--- config.mk ---
export PLATFORM = sky130hd
export DESIGN_NAME = ifu_iccm_ecc_scrub
export DESIGN_NICKNAME = d
export VERILOG_FILES = /design/src/rtl/ifu_iccm_ecc_scrub_pkg.sv /design/src/rtl/ifu_iccm_ecc_scrub_dec.sv /design/src/rtl/ifu_iccm_ecc_scrub.sv
export SDC_FILE = /design/constraint.sdc
export NUM_CORES = 1
export LEC_CHECK = 0
export BUFFER_PORTS_ARGS = -buffer_cell sky130_fd_sc_hd__buf_4
export CORE_MARGIN = 2
export CORE_UTILIZATION = 55
export DETAILED_ROUTE_END_ITERATION = 8
export PLACE_DENSITY_LB_ADDON = 0.25
export SYNTH_ARGS = -nofsm -noshare
export SYNTH_HDL_FRONTEND = slang
export SYNTH_HIERARCHICAL = 1
export SYNTH_SLANG_ARGS = --single-unit
--- constraint.sdc ---
create_clock -name clk -period 7.5 [get_ports clk]
set_clock_uncertainty 0.1 [all_clocks]
set_input_delay 0.375 -clock clk [delete_from_list [all_inputs] [get_ports clk]]
set_output_delay 0.375 -clock clk [all_outputs]
set_load 0.05 [all_outputs]
--- src/rtl/ifu_iccm_ecc_scrub_pkg.sv ---
// Shared constants, scrub FSM states and SECDED helper functions for the
// ICCM read-line check/correct and scrub-write block.
package ifu_iccm_ecc_scrub_pkg;

  localparam int CW_W   = 39;
  localparam int DATA_W = 32;
  localparam int LINE_W = 156;
  localparam int WORDS  = 4;

  typedef enum logic [0:0] {
    ST_IDLE = 1'b0,
    ST_WB   = 1'b1
  } scrub_state_e;

  // Hamming position -> codeword bit: powers of two hold ecc[5:0],
  // position 0 stands for the overall parity bit ecc[6] at bit 38.
  function automatic logic [5:0] pos_to_bit(input logic [5:0] pos);
    logic [5:0] idx;
    case (pos) inside
      6'd1:           idx = 6'd32;
      6'd2:           idx = 6'd33;
      6'd3:           idx = 6'd0;
      6'd4:           idx = 6'd34;
      [6'd5:6'd7]:    idx = pos - 6'd4;
      6'd8:           idx = 6'd35;
      [6'd9:6'd15]:   idx = pos - 6'd5;
      6'd16:          idx = 6'd36;
      [6'd17:6'd31]:  idx = pos - 6'd6;
      6'd32:          idx = 6'd37;
      [6'd33:6'd38]:  idx = pos - 6'd7;
      default:        idx = 6'd38;
    endcase
    return idx;
  endfunction

  function automatic logic [1:0] low_idx(input logic [3:0] m);
    logic [1:0] idx;
    if (m[0]) begin
      idx = 2'd0;
    end else if (m[1]) begin
      idx = 2'd1;
    end else if (m[2]) begin
      idx = 2'd2;
    end else begin
      idx = 2'd3;
    end
    return idx;
  endfunction

  function automatic logic [2:0] popcnt4(input logic [3:0] v);
    return {2'b0, v[0]} + {2'b0, v[1]} + {2'b0, v[2]} + {2'b0, v[3]};
  endfunction

  function automatic logic [15:0] sat_add(input logic [15:0] a, input logic [2:0] b);
    logic [16:0] s;
    s = {1'b0, a} + {14'b0, b};
    return s[16] ? 16'hFFFF : s[15:0];
  endfunction

endpackage

--- src/rtl/ifu_iccm_ecc_scrub_dec.sv ---
// Combinational SECDED check/correct of one 39-bit ICCM codeword
// ([31:0] data, [38:32] ecc).
module ifu_iccm_ecc_dec
  import ifu_iccm_ecc_scrub_pkg::*;
(
  input  logic [CW_W-1:0] cw,
  output logic [CW_W-1:0] cw_fix,
  output logic            sb,
  output logic            db
);

  logic [CW_W-1:0] pv_s;
  logic [5:0]      syn_s;
  logic            par_s;

  // Codeword reordered by Hamming position (bit p = position p, bit 0 = ecc[6]).
  assign pv_s = {cw[31:26], cw[37], cw[25:11], cw[36], cw[10:4], cw[35],
                 cw[3:1], cw[34], cw[0], cw[33], cw[32], cw[38]};
  assign par_s = ^cw;

  // Syndrome: includes the stored ecc bit, so it is recomputed XOR stored.
  always_comb begin
    syn_s = 6'b0;
    for (int p = 1; p < CW_W; p++) begin
      for (int k = 0; k < 6; k++) begin
        if (p[k]) begin
          syn_s[k] = syn_s[k] ^ pv_s[p];
        end else begin
          syn_s[k] = syn_s[k];
        end
      end
    end
  end

  // Classify and flip the single failing bit.
  always_comb begin
    sb = par_s && (syn_s <= 6'd38);
    db = (par_s && (syn_s > 6'd38)) || (!par_s && (syn_s != 6'd0));
    if (sb) begin
      cw_fix = cw ^ (39'b1 << pos_to_bit(syn_s));
    end else begin
      cw_fix = cw;
    end
  end

endmodule

--- src/rtl/ifu_iccm_ecc_scrub.sv ---
// ICCM read-line SECDED correction with registered fetch data and a
// req/gnt scrub-write queue for corrected single-bit codewords.
module ifu_iccm_ecc_scrub
  import ifu_iccm_ecc_scrub_pkg::*;
#(
  parameter int ICCM_BITS = 16
) (
  input  logic                  clk,
  input  logic                  rst_l,
  input  logic                  rd_req_valid,
  input  logic [ICCM_BITS-3:0]  rd_req_addr,
  input  logic [LINE_W-1:0]     iccm_rd_data,
  output logic                  rd_valid,
  output logic [127:0]          rd_data,
  output logic [3:0]            rd_sb_err,
  output logic [3:0]            rd_db_err,
  output logic                  wb_req,
  output logic [ICCM_BITS-3:0]  wb_addr,
  output logic [2:0]            wb_size,
  output logic [77:0]           wb_data,
  input  logic                  wb_gnt,
  output logic [15:0]           sb_cnt,
  output logic [15:0]           db_cnt,
  output logic [15:0]           drop_cnt
);

  localparam int AW = ICCM_BITS - 2;
  localparam int LW = ICCM_BITS - 4;

  logic                       req_valid_r;
  logic [AW-1:0]              req_addr_r;
  logic [WORDS-1:0][CW_W-1:0] cw_fix_s;
  logic [WORDS-1:0]           sb_s;
  logic [WORDS-1:0]           db_s;
  logic [127:0]               data_s;
  logic [3:0]                 sb_mask_s;
  logic [3:0]                 db_mask_s;
  logic                       unused_addr_s;

  scrub_state_e               state_r, state_n;
  logic [3:0]                 pend_r, pend_n;
  logic [WORDS-1:0][CW_W-1:0] cws_r, cws_n;
  logic [LW-1:0]              line_r, line_n;
  logic [1:0]                 idx_n;
  logic                       drop_s;

  assign wb_size       = 3'b010;
  assign unused_addr_s = ^req_addr_r[1:0];

  for (genvar w = 0; w < WORDS; w++) begin : g_dec
    ifu_iccm_ecc_dec u_dec (
      .cw     (iccm_rd_data[w*CW_W +: CW_W]),
      .cw_fix (cw_fix_s[w]),
      .sb     (sb_s[w]),
      .db     (db_s[w])
    );
  end

  // Corrected data words packed into the fetch line.
  always_comb begin
    data_s = 128'b0;
    for (int w = 0; w < WORDS; w++) begin
      data_s[w*DATA_W +: DATA_W] = cw_fix_s[w][DATA_W-1:0];
    end
  end

  assign sb_mask_s = req_valid_r ? (sb_s & ~db_s) : 4'b0;
  assign db_mask_s = req_valid_r ? db_s : 4'b0;

  // Read-address stage: the line data arrives one cycle after the request.
  always_ff @(posedge clk or negedge rst_l) begin
    if (!rst_l) begin
      req_valid_r <= 1'b0;
      req_addr_r  <= '0;
    end else begin
      req_valid_r <= rd_req_valid;
      req_addr_r  <= rd_req_valid ? rd_req_addr : req_addr_r;
    end
  end

  // Registered fetch result.
  always_ff @(posedge clk or negedge rst_l) begin
    if (!rst_l) begin
      rd_valid  <= 1'b0;
      rd_data   <= 128'b0;
      rd_sb_err <= 4'b0;
      rd_db_err <= 4'b0;
    end else if (req_valid_r) begin
      rd_valid  <= 1'b1;
      rd_data   <= data_s;
      rd_sb_err <= sb_s;
      rd_db_err <= db_s;
    end else begin
      rd_valid  <= 1'b0;
      rd_data   <= rd_data;
      rd_sb_err <= 4'b0;
      rd_db_err <= 4'b0;
    end
  end

  // Scrub FSM next state; a new sb line is only taken while idle.
  always_comb begin
    state_n = state_r;
    pend_n  = pend_r;
    cws_n   = cws_r;
    line_n  = line_r;
    drop_s  = 1'b0;
    case (state_r)
      ST_IDLE: begin
        if (|sb_mask_s) begin
          pend_n  = sb_mask_s;
          cws_n   = cw_fix_s;
          line_n  = req_addr_r[AW-1:2];
          state_n = ST_WB;
        end else begin
          state_n = ST_IDLE;
        end
      end
      ST_WB: begin
        drop_s = |sb_mask_s;
        if (wb_gnt) begin
          pend_n = pend_r & ~(4'b0001 << low_idx(pend_r));
        end else begin
          pend_n = pend_r;
        end
        if (pend_n == 4'b0) begin
          state_n = ST_IDLE;
        end else begin
          state_n = ST_WB;
        end
      end
      default: begin
        state_n = ST_IDLE;
        pend_n  = 4'b0;
      end
    endcase
    idx_n = low_idx(pend_n);
  end

  // Scrub state and the held write request for the lowest pending word.
  always_ff @(posedge clk or negedge rst_l) begin
    if (!rst_l) begin
      state_r <= ST_IDLE;
      pend_r  <= 4'b0;
      cws_r   <= '0;
      line_r  <= '0;
      wb_req  <= 1'b0;
      wb_addr <= '0;
      wb_data <= 78'b0;
    end else begin
      state_r <= state_n;
      pend_r  <= pend_n;
      cws_r   <= cws_n;
      line_r  <= line_n;
      wb_req  <= |pend_n;
      if (|pend_n) begin
        wb_addr <= {line_n, idx_n};
        wb_data <= {cws_n[idx_n], cws_n[idx_n]};
      end else begin
        wb_addr <= wb_addr;
        wb_data <= wb_data;
      end
    end
  end

  // Saturating error statistics.
  always_ff @(posedge clk or negedge rst_l) begin
    if (!rst_l) begin
      sb_cnt   <= 16'b0;
      db_cnt   <= 16'b0;
      drop_cnt <= 16'b0;
    end else begin
      sb_cnt   <= sat_add(sb_cnt, popcnt4(sb_mask_s));
      db_cnt   <= sat_add(db_cnt, popcnt4(db_mask_s));
      drop_cnt <= sat_add(drop_cnt, drop_s ? popcnt4(sb_mask_s) : 3'd0);
    end
  end

endmodule

# After elaboration in Yosys (flattened, before gate mapping)
# Index checks and enable logic that the tools add are counted.
# W data, S select, Z words.
[classes]
muxes = 82
n_bitwise = 369
n_addsub = 25
n_reduce_logical = 47
n_lt_le_gt_ge = 37
shift = 5
n_eq_ne = 28
multipliers = 0
div_mod_pow = 0
[ops]
columns = ["operator", "count"]
rows = [
  ["$xor A1 B1 Y1", 360],
  ["$mux W156", 2],
  ["$mux W6", 48],
  ["$mux W39", 5],
  ["$reduce_xor A39 Y1", 4],
  ["$shl A1 B6 Y39 const A", 4],
  ["$xor A39 B39 Y39", 4],
  ["$sub A6 B3 Y6 const B", 16],
  ["$bmux W39 S2", 1],
  ["$add A16 B3 Y17", 3],
  ["$eq A6 B2 Y1 const B", 8],
  ["$mux W16", 3],
  ["$logic_and A1 B1 Y1", 28],
  ["$eq A6 B1 Y1 const B", 4],
  ["$eq A6 B3 Y1 const B", 4],
  ["$eq A6 B4 Y1 const B", 4],
  ["$eq A6 B5 Y1 const B", 4],
  ["$eq A6 B6 Y1 const B", 4],
  ["$ge A6 B3 Y1 const B", 4],
  ["$ge A6 B4 Y1 const B", 4],
  ["$ge A6 B5 Y1 const B", 4],
  ["$ge A6 B6 Y1 const B", 4],
  ["$gt A6 B6 Y1 const B", 4],
  ["$le A6 B3 Y1 const B", 4],
  ["23 further kinds", 63],
]
[word_totals]
memories = 0
ram_bits = 0
latch_bits = 0
input_bits = 174
ff_bits = 466
rom_bits = 0

# Depth between registers and ports, before layout
[depth]
word_depth = 39
ltp_mapped = 22
mapped_depth_nobuf = 20

# Hierarchy
# Netlist, hierarchy kept.
[by_module_without_submodules]
columns = ["module", "area_each_um2", "cells_per_inst", "instances"]
rows = [
  ["ifu_iccm_ecc_scrub", 18278.8, 1387, 1],
  ["ifu_iccm_ecc_dec", 2288.4, 230, 4],
]

# Worst setup path before layout
# Ideal clock, no wire load.
[synth_timing]
kind = "input to register"
start = "input iccm_rd_data[135]"
end = "register sb_cnt[13]"
arrival_time_ps = 5193
slack_ps = 2139
required_ps = 7332
cell_stages = 20
path_buffers = 1
cell_sequence = "xnor3_1 xnor2_2 xnor3_2 or2_1 o21ai_0 a2bb2oi_1 nand3b_2 fa_1 inv_1 ha_1 ha_1 inv_1 fa_1 nor2b_1 o2111ai_1 nor2_1 nand3_1 or2_2 clkbuf_1 nand2_1"
[synth_between]
elab_chain_len = 17
word_cells_on_any_way = 31
classes_between = "add/sub: 2; order compare: 2; mux: 2; bitwise: 18; reduce/logical: 7"
[synth_lines]
columns = ["element", "line", "source"]
rows = [
  ["from (decl)", "ifu_iccm_ecc_scrub.sv:12", "input logic [LINE_W-1:0] iccm_rd_data,"],
  ["$xor A1 B1 Y1 (8 in series)", "ifu_iccm_ecc_scrub_dec.sv:27", "syn_s[k] = syn_s[k] ^ pv_s[p];"],
  ["$gt A6 B6 Y1 / $reduce_bool A6 Y1 (equally long branches)", "ifu_iccm_ecc_scrub_dec.sv:38", "db = (par_s && (syn_s > 6'd38)) || (!par_s && (syn_s != 6'd0));"],
  ["$logic_and A1 B1 Y1", "ifu_iccm_ecc_scrub_dec.sv:38", ""],
  ["$logic_or A1 B1 Y1 (*)", "ifu_iccm_ecc_scrub_dec.sv:38", ""],
  ["via db_s[3]", "ifu_iccm_ecc_scrub.sv:34", "logic [WORDS-1:0] db_s;"],
  ["$not A4 Y4 (*)", "ifu_iccm_ecc_scrub.sv:67", "assign sb_mask_s = req_valid_r ? (sb_s & ~db_s) : 4'b0;"],
  ["$and A4 B4 Y4 (*)", "ifu_iccm_ecc_scrub.sv:67", ""],
  ["$mux W4 (*)", "ifu_iccm_ecc_scrub.sv:67", ""],
  ["$add A3 B1 Y3 (*)", "ifu_iccm_ecc_scrub_pkg.sv:51", "return {2'b0, v[0]} + {2'b0, v[1]} + {2'b0, v[2]} + {2'b0, v[3]};"],
  ["$add A16 B3 Y17 (*)", "ifu_iccm_ecc_scrub_pkg.sv:56", "s = {1'b0, a} + {14'b0, b};"],
  ["$mux W16 (*)", "ifu_iccm_ecc_scrub_pkg.sv:57", "return s[16] ? 16'hFFFF : s[15:0];"],
  ["to (signal assigned)", "ifu_iccm_ecc_scrub.sv:173", "sb_cnt <= sat_add(sb_cnt, popcnt4(sb_mask_s));"],
  ["to (decl)", "ifu_iccm_ecc_scrub.sv:22", "output logic [15:0] sb_cnt,"],
]
# Mark *: on every way through the listed nets, which the timed path passes. The rest lies on a longest branch.
# A chain may end at the register's enable or synchronous reset.

# Worst setup path after layout
[layout_timing]
start = "input iccm_rd_data[57]"
end = "register wb_data[59]"
[layout_between]
word_cells_on_any_way = 76
classes_between = "add/sub: 4; order compare: 9; eq/ne: 7; shift: 1; mux: 23; bitwise: 19; reduce/logical: 13"
[layout_rtl]
columns = ["element", "line", "source"]
rows = [
  ["$xor A1 B1 Y1 (8 in series)", "ifu_iccm_ecc_scrub_dec.sv:27", ""],
  ["$le A6 B6 Y1", "ifu_iccm_ecc_scrub_dec.sv:37", "sb = par_s && (syn_s <= 6'd38);"],
  ["$logic_and A1 B1 Y1 (*)", "ifu_iccm_ecc_scrub_dec.sv:37", ""],
  ["via sb_s[1]", "ifu_iccm_ecc_scrub.sv:33", "logic [WORDS-1:0] sb_s;"],
  ["$and A4 B4 Y4", "ifu_iccm_ecc_scrub.sv:67", ""],
  ["$mux W4", "ifu_iccm_ecc_scrub.sv:67", ""],
  ["$reduce_or A4 Y1", "ifu_iccm_ecc_scrub.sv:110", "if (|sb_mask_s) begin"],
  ["$mux W4", "ifu_iccm_ecc_scrub.sv:110", ""],
  ["$pmux W4 S2", "ifu_iccm_ecc_scrub.sv:108", "case (state_r)"],
  ["$mux W1", "ifu_iccm_ecc_scrub_pkg.sv:42", "end else if (m[2]) begin"],
  ["$mux W2", "ifu_iccm_ecc_scrub_pkg.sv:40", "end else if (m[1]) begin"],
  ["$mux W2", "ifu_iccm_ecc_scrub_pkg.sv:38", "if (m[0]) begin"],
  ["$bmux W39 S2", "ifu_iccm_ecc_scrub.sv:158", "wb_data <= {cws_n[idx_n], cws_n[idx_n]};"],
  ["$mux W39 (implied by the code)", "ifu_iccm_ecc_scrub.sv:158", ""],
  ["to (signal assigned)", "ifu_iccm_ecc_scrub.sv:158", ""],
  ["to (signal assigned)", "ifu_iccm_ecc_scrub.sv:161", "wb_data <= wb_data;"],
  ["to (decl)", "ifu_iccm_ecc_scrub.sv:20", "output logic [77:0] wb_data,"],
]
# Mark *: on every way through the listed nets, which the timed path passes. The rest lies on a longest branch. The select of a mux whose other input is x is not followed.

==> key figures <==
Outcome
  – Status: complete, but fails checks
  – Failing checks: max-capacitance violations

Die
  – Die height: between 200 and 250 um
  – Full die area: 0.05168 sq mm
  – Core Region: approximately 0.05 sq mm
  – Row cnt: between 80 and 90
  – Initial Util: approximately 56%
  – Io pins: ~460
  – Die width: 227.3 um

Worst setup path
  – Startpoint Class: input port
  – CP max-delay cell: a2111oi_1
  – Most common cell on crit path: buf_4
  – Critical-path cell list: buf_4, xnor3_1, xor2_1, xnor3_1, nor2_4, o21ai_1, a21oi_2, and2_1, nand2b_1, ha_1, nor2b_1, nand3_1, and3_1, buf_4, inv_2, buf_4, a2111oi_1, o32a_1
  – CP arrival: approximately 6200 ps
  – WS Path Type: input port to register
  – Crit. End Element: register
  – CP peak stage delay: 1300 ps
  – CP Data Required Time: roughly 8000 ps
  – CP Max Fanout: 80

Clock network
  – Total CTS buffers: 46
  – Post-CTS sizing: 0
  – CTS clk-pin slew, worst paths: 60 ps
  – CTS Buffer Depth: 3
  – Worst-skew pair later-pin latency: 600 ps
  – Clock root cell: clkbuf_16
  – CTS tree: built
  – Clk sinks: between 400 and 500
  – H-tree depth: 2

STA
  – Slew margin rel.: under 10%
  – Hold Fails Final Rpt: 0
  – Final TNS setup: 0 ps
  – Min Hold Slack: ~120 ps
  – Fmax: ~170 MHz
  – Finish-stage setup viols: 0
  – Tightest Pin Transition: 1477 ps
  – RSZ-0062 raised after global routing: no
  – Final min period: between 5000 and 6000 ps
  – Final slew viol count: 0
  – Crit share post-route: roughly three quarters

Routing
  – Routed length per instance: approximately 25 um
  – Routed WL: approximately 86000 um
  – Vias per cell: ~6
  – Post-route DRC violation count: 0
  – First-pass iteration count of the detailed router: 5
  – ANT nets after route: 0
  – Vias: 20404
  – Initial DRC Count: 1793

Yosys
  – Synth Register Bits: 425
  – Register area share after synthesis: roughly 39%
  – Cell count after synthesis: 2307
  – Synth warn: 6
  – Main synth FF type: dfrtp_1
  – Avg Cell Area, Syn: between 10 and 15 sq um
  – Post-synth design cell area: between 0.02 and 0.03 sq mm
  – Async set-reset flop share out of synthesis: 100.0%
  – Cell taking the most area after synthesis: dfrtp_1
  – Post-synth EDFFs: 0
  – Yosys cell types: 80
  – Synth top area share: 38.77%
  – Top cells by area, synth: dfrtp_1, mux2_2, xnor3_1

Cells and area
  – Layout cells sized above 1: a little under two fifths
  – Most used cells in the layout excluding fill and tap cells: buf_4, dfrtp_1, mux2_2
  – P&R area growth vs syn: 19.46%
  – Antenna Cells: 0
  – Commonest non-fill, non-tap cell in the layout: buf_4
  – NumNets Final: 2877
  – Fillers: between 3000 and 4000

Global route
  – Largest net degree at the start of global routing: 164
  – Global Route Usage Sum: 32.79%
  – Antenna violations before repair: 1
  – First-pass GRT wire length: about 130000 um
  – Global route overflow: 0
  – Vias in the first global route: about 20000

Job
  – Max_cap viols: 1

Placement
  – Port Buffers: roughly 450
  – GP Congestion: around 0.93
  – DPL Wire Length: 63800 um

Worst hold path
  – HP Class: input port to register
## flip-flops by register name (all words and copies together) (netlist names)
signal	flops
req_addr_r	12
req_valid_r	1
cws_r	156
rd_valid	1
db_cnt	16
wb_addr	14
state_r	1
rd_sb_err	4
line_r	12
wb_data	39
rd_data	128
rd_db_err	4
wb_req	1
pend_r	4
sb_cnt	16
drop_cnt	16
## layout make-up
type                       count  area, sq um  share of cell area [%]
timing repair buffer         514         3939                   12.02
inverter                      53        198.9                  0.6071
multi-input combinational   1647        15580                   47.55
tap                          664        830.8                   2.535
sequential                   425        10640                   32.46
clock buffer                  61         1267                   3.868
clock inverter                20        314.1                  0.9583
## per-stage QoR
stage	area (sq um)	worst slack (ps)	utilization (%)	std cells
final	32770	1740	66.81	3384
after global routing	32770	1322	66.81	3384
after CTS	32770	1873	66.81	3384
after detailed placement	31050	1270	63.30	3289
after global placement	31050	1348	63.30	3289
after floorplan	27440	2139	-	2308
## per-layer routing
layer / up-vias / GRT usage (%) / wire length [um]
met2: 801 / 52.19 / 40240
met5: - / 0 / 0
li1: 9059 / - / -
met3: 183 / 5.485 / 5710
met4: 0 / 14.21 / 3859
met1: 10361 / 44.50 / 35790
## cell families (layout without fill, tap and decap cells)
kind of cell             after synthesis  in the layout  share of synthesized area (%)
multiplexers                         288            288                          11.78
XOR/XNOR                             437            437                          20.06
buffers and inverters                236            648                          4.515
AND/OR/NAND/NOR                      513            513                          12.98
adder cells (fa/ha/maj)               17             17                         0.9305
other                                  2              3                        0.02738
AO/OA/AOI/OAI                        389            389                          10.93
flip-flops                           425            425                          38.77
## path summary, 6_finish.rpt
check                                  start            to  slack (ps)  depth (start not counted)
min in group asynchronous              rst_l  drop_cnt[15]         320                          2
min                        iccm_rd_data[155]    cws_r[155]         120                          4
min reg2reg                        cws_r[88]     cws_r[88]         380                          1
max in group asynchronous              rst_l  rd_data[116]        5520                          3
max reg2reg                      req_valid_r   wb_data[59]        2380                         12
max                         iccm_rd_data[57]   wb_data[59]        1740                         18
## critical path, delay by kind of cell
kind | cells | cell delay (ps)
XOR/XNOR | 3 | 1450
buffers and inverters | 4 | 900
adder cells (fa/ha/maj) | 1 | 320
AND/OR/NAND/NOR | 6 | 980
AO/OA/AOI/OAI | 4 | 2120
## Yosys cell counts (33+ instances only)
cell type  count
o21a_1        52
xor2_1       159
xnor3_1       68
and3_1        50
inv_1         50
nor4_2        44
mux2_2       229
mux2i_1       39
nand2_1       91
a2111oi_0     39
clkbuf_1      68
nand3_1       63
dfrtp_1      425
a211oi_1      53
o32a_1        39
xnor2_1      154
buf_4         65
and2_1        45
buf_2         33
a21o_1        49
## what timing repair did
item | in CTS | in global routing
hold buffers | 14 | 0
buffers inserted | 0 | 0
endpoints found under the hold margin | 114 | 0
Power is left out: the tool's default activity adds up to more than one toggle a clock period on the data nets, which glitch-free logic cannot reach.
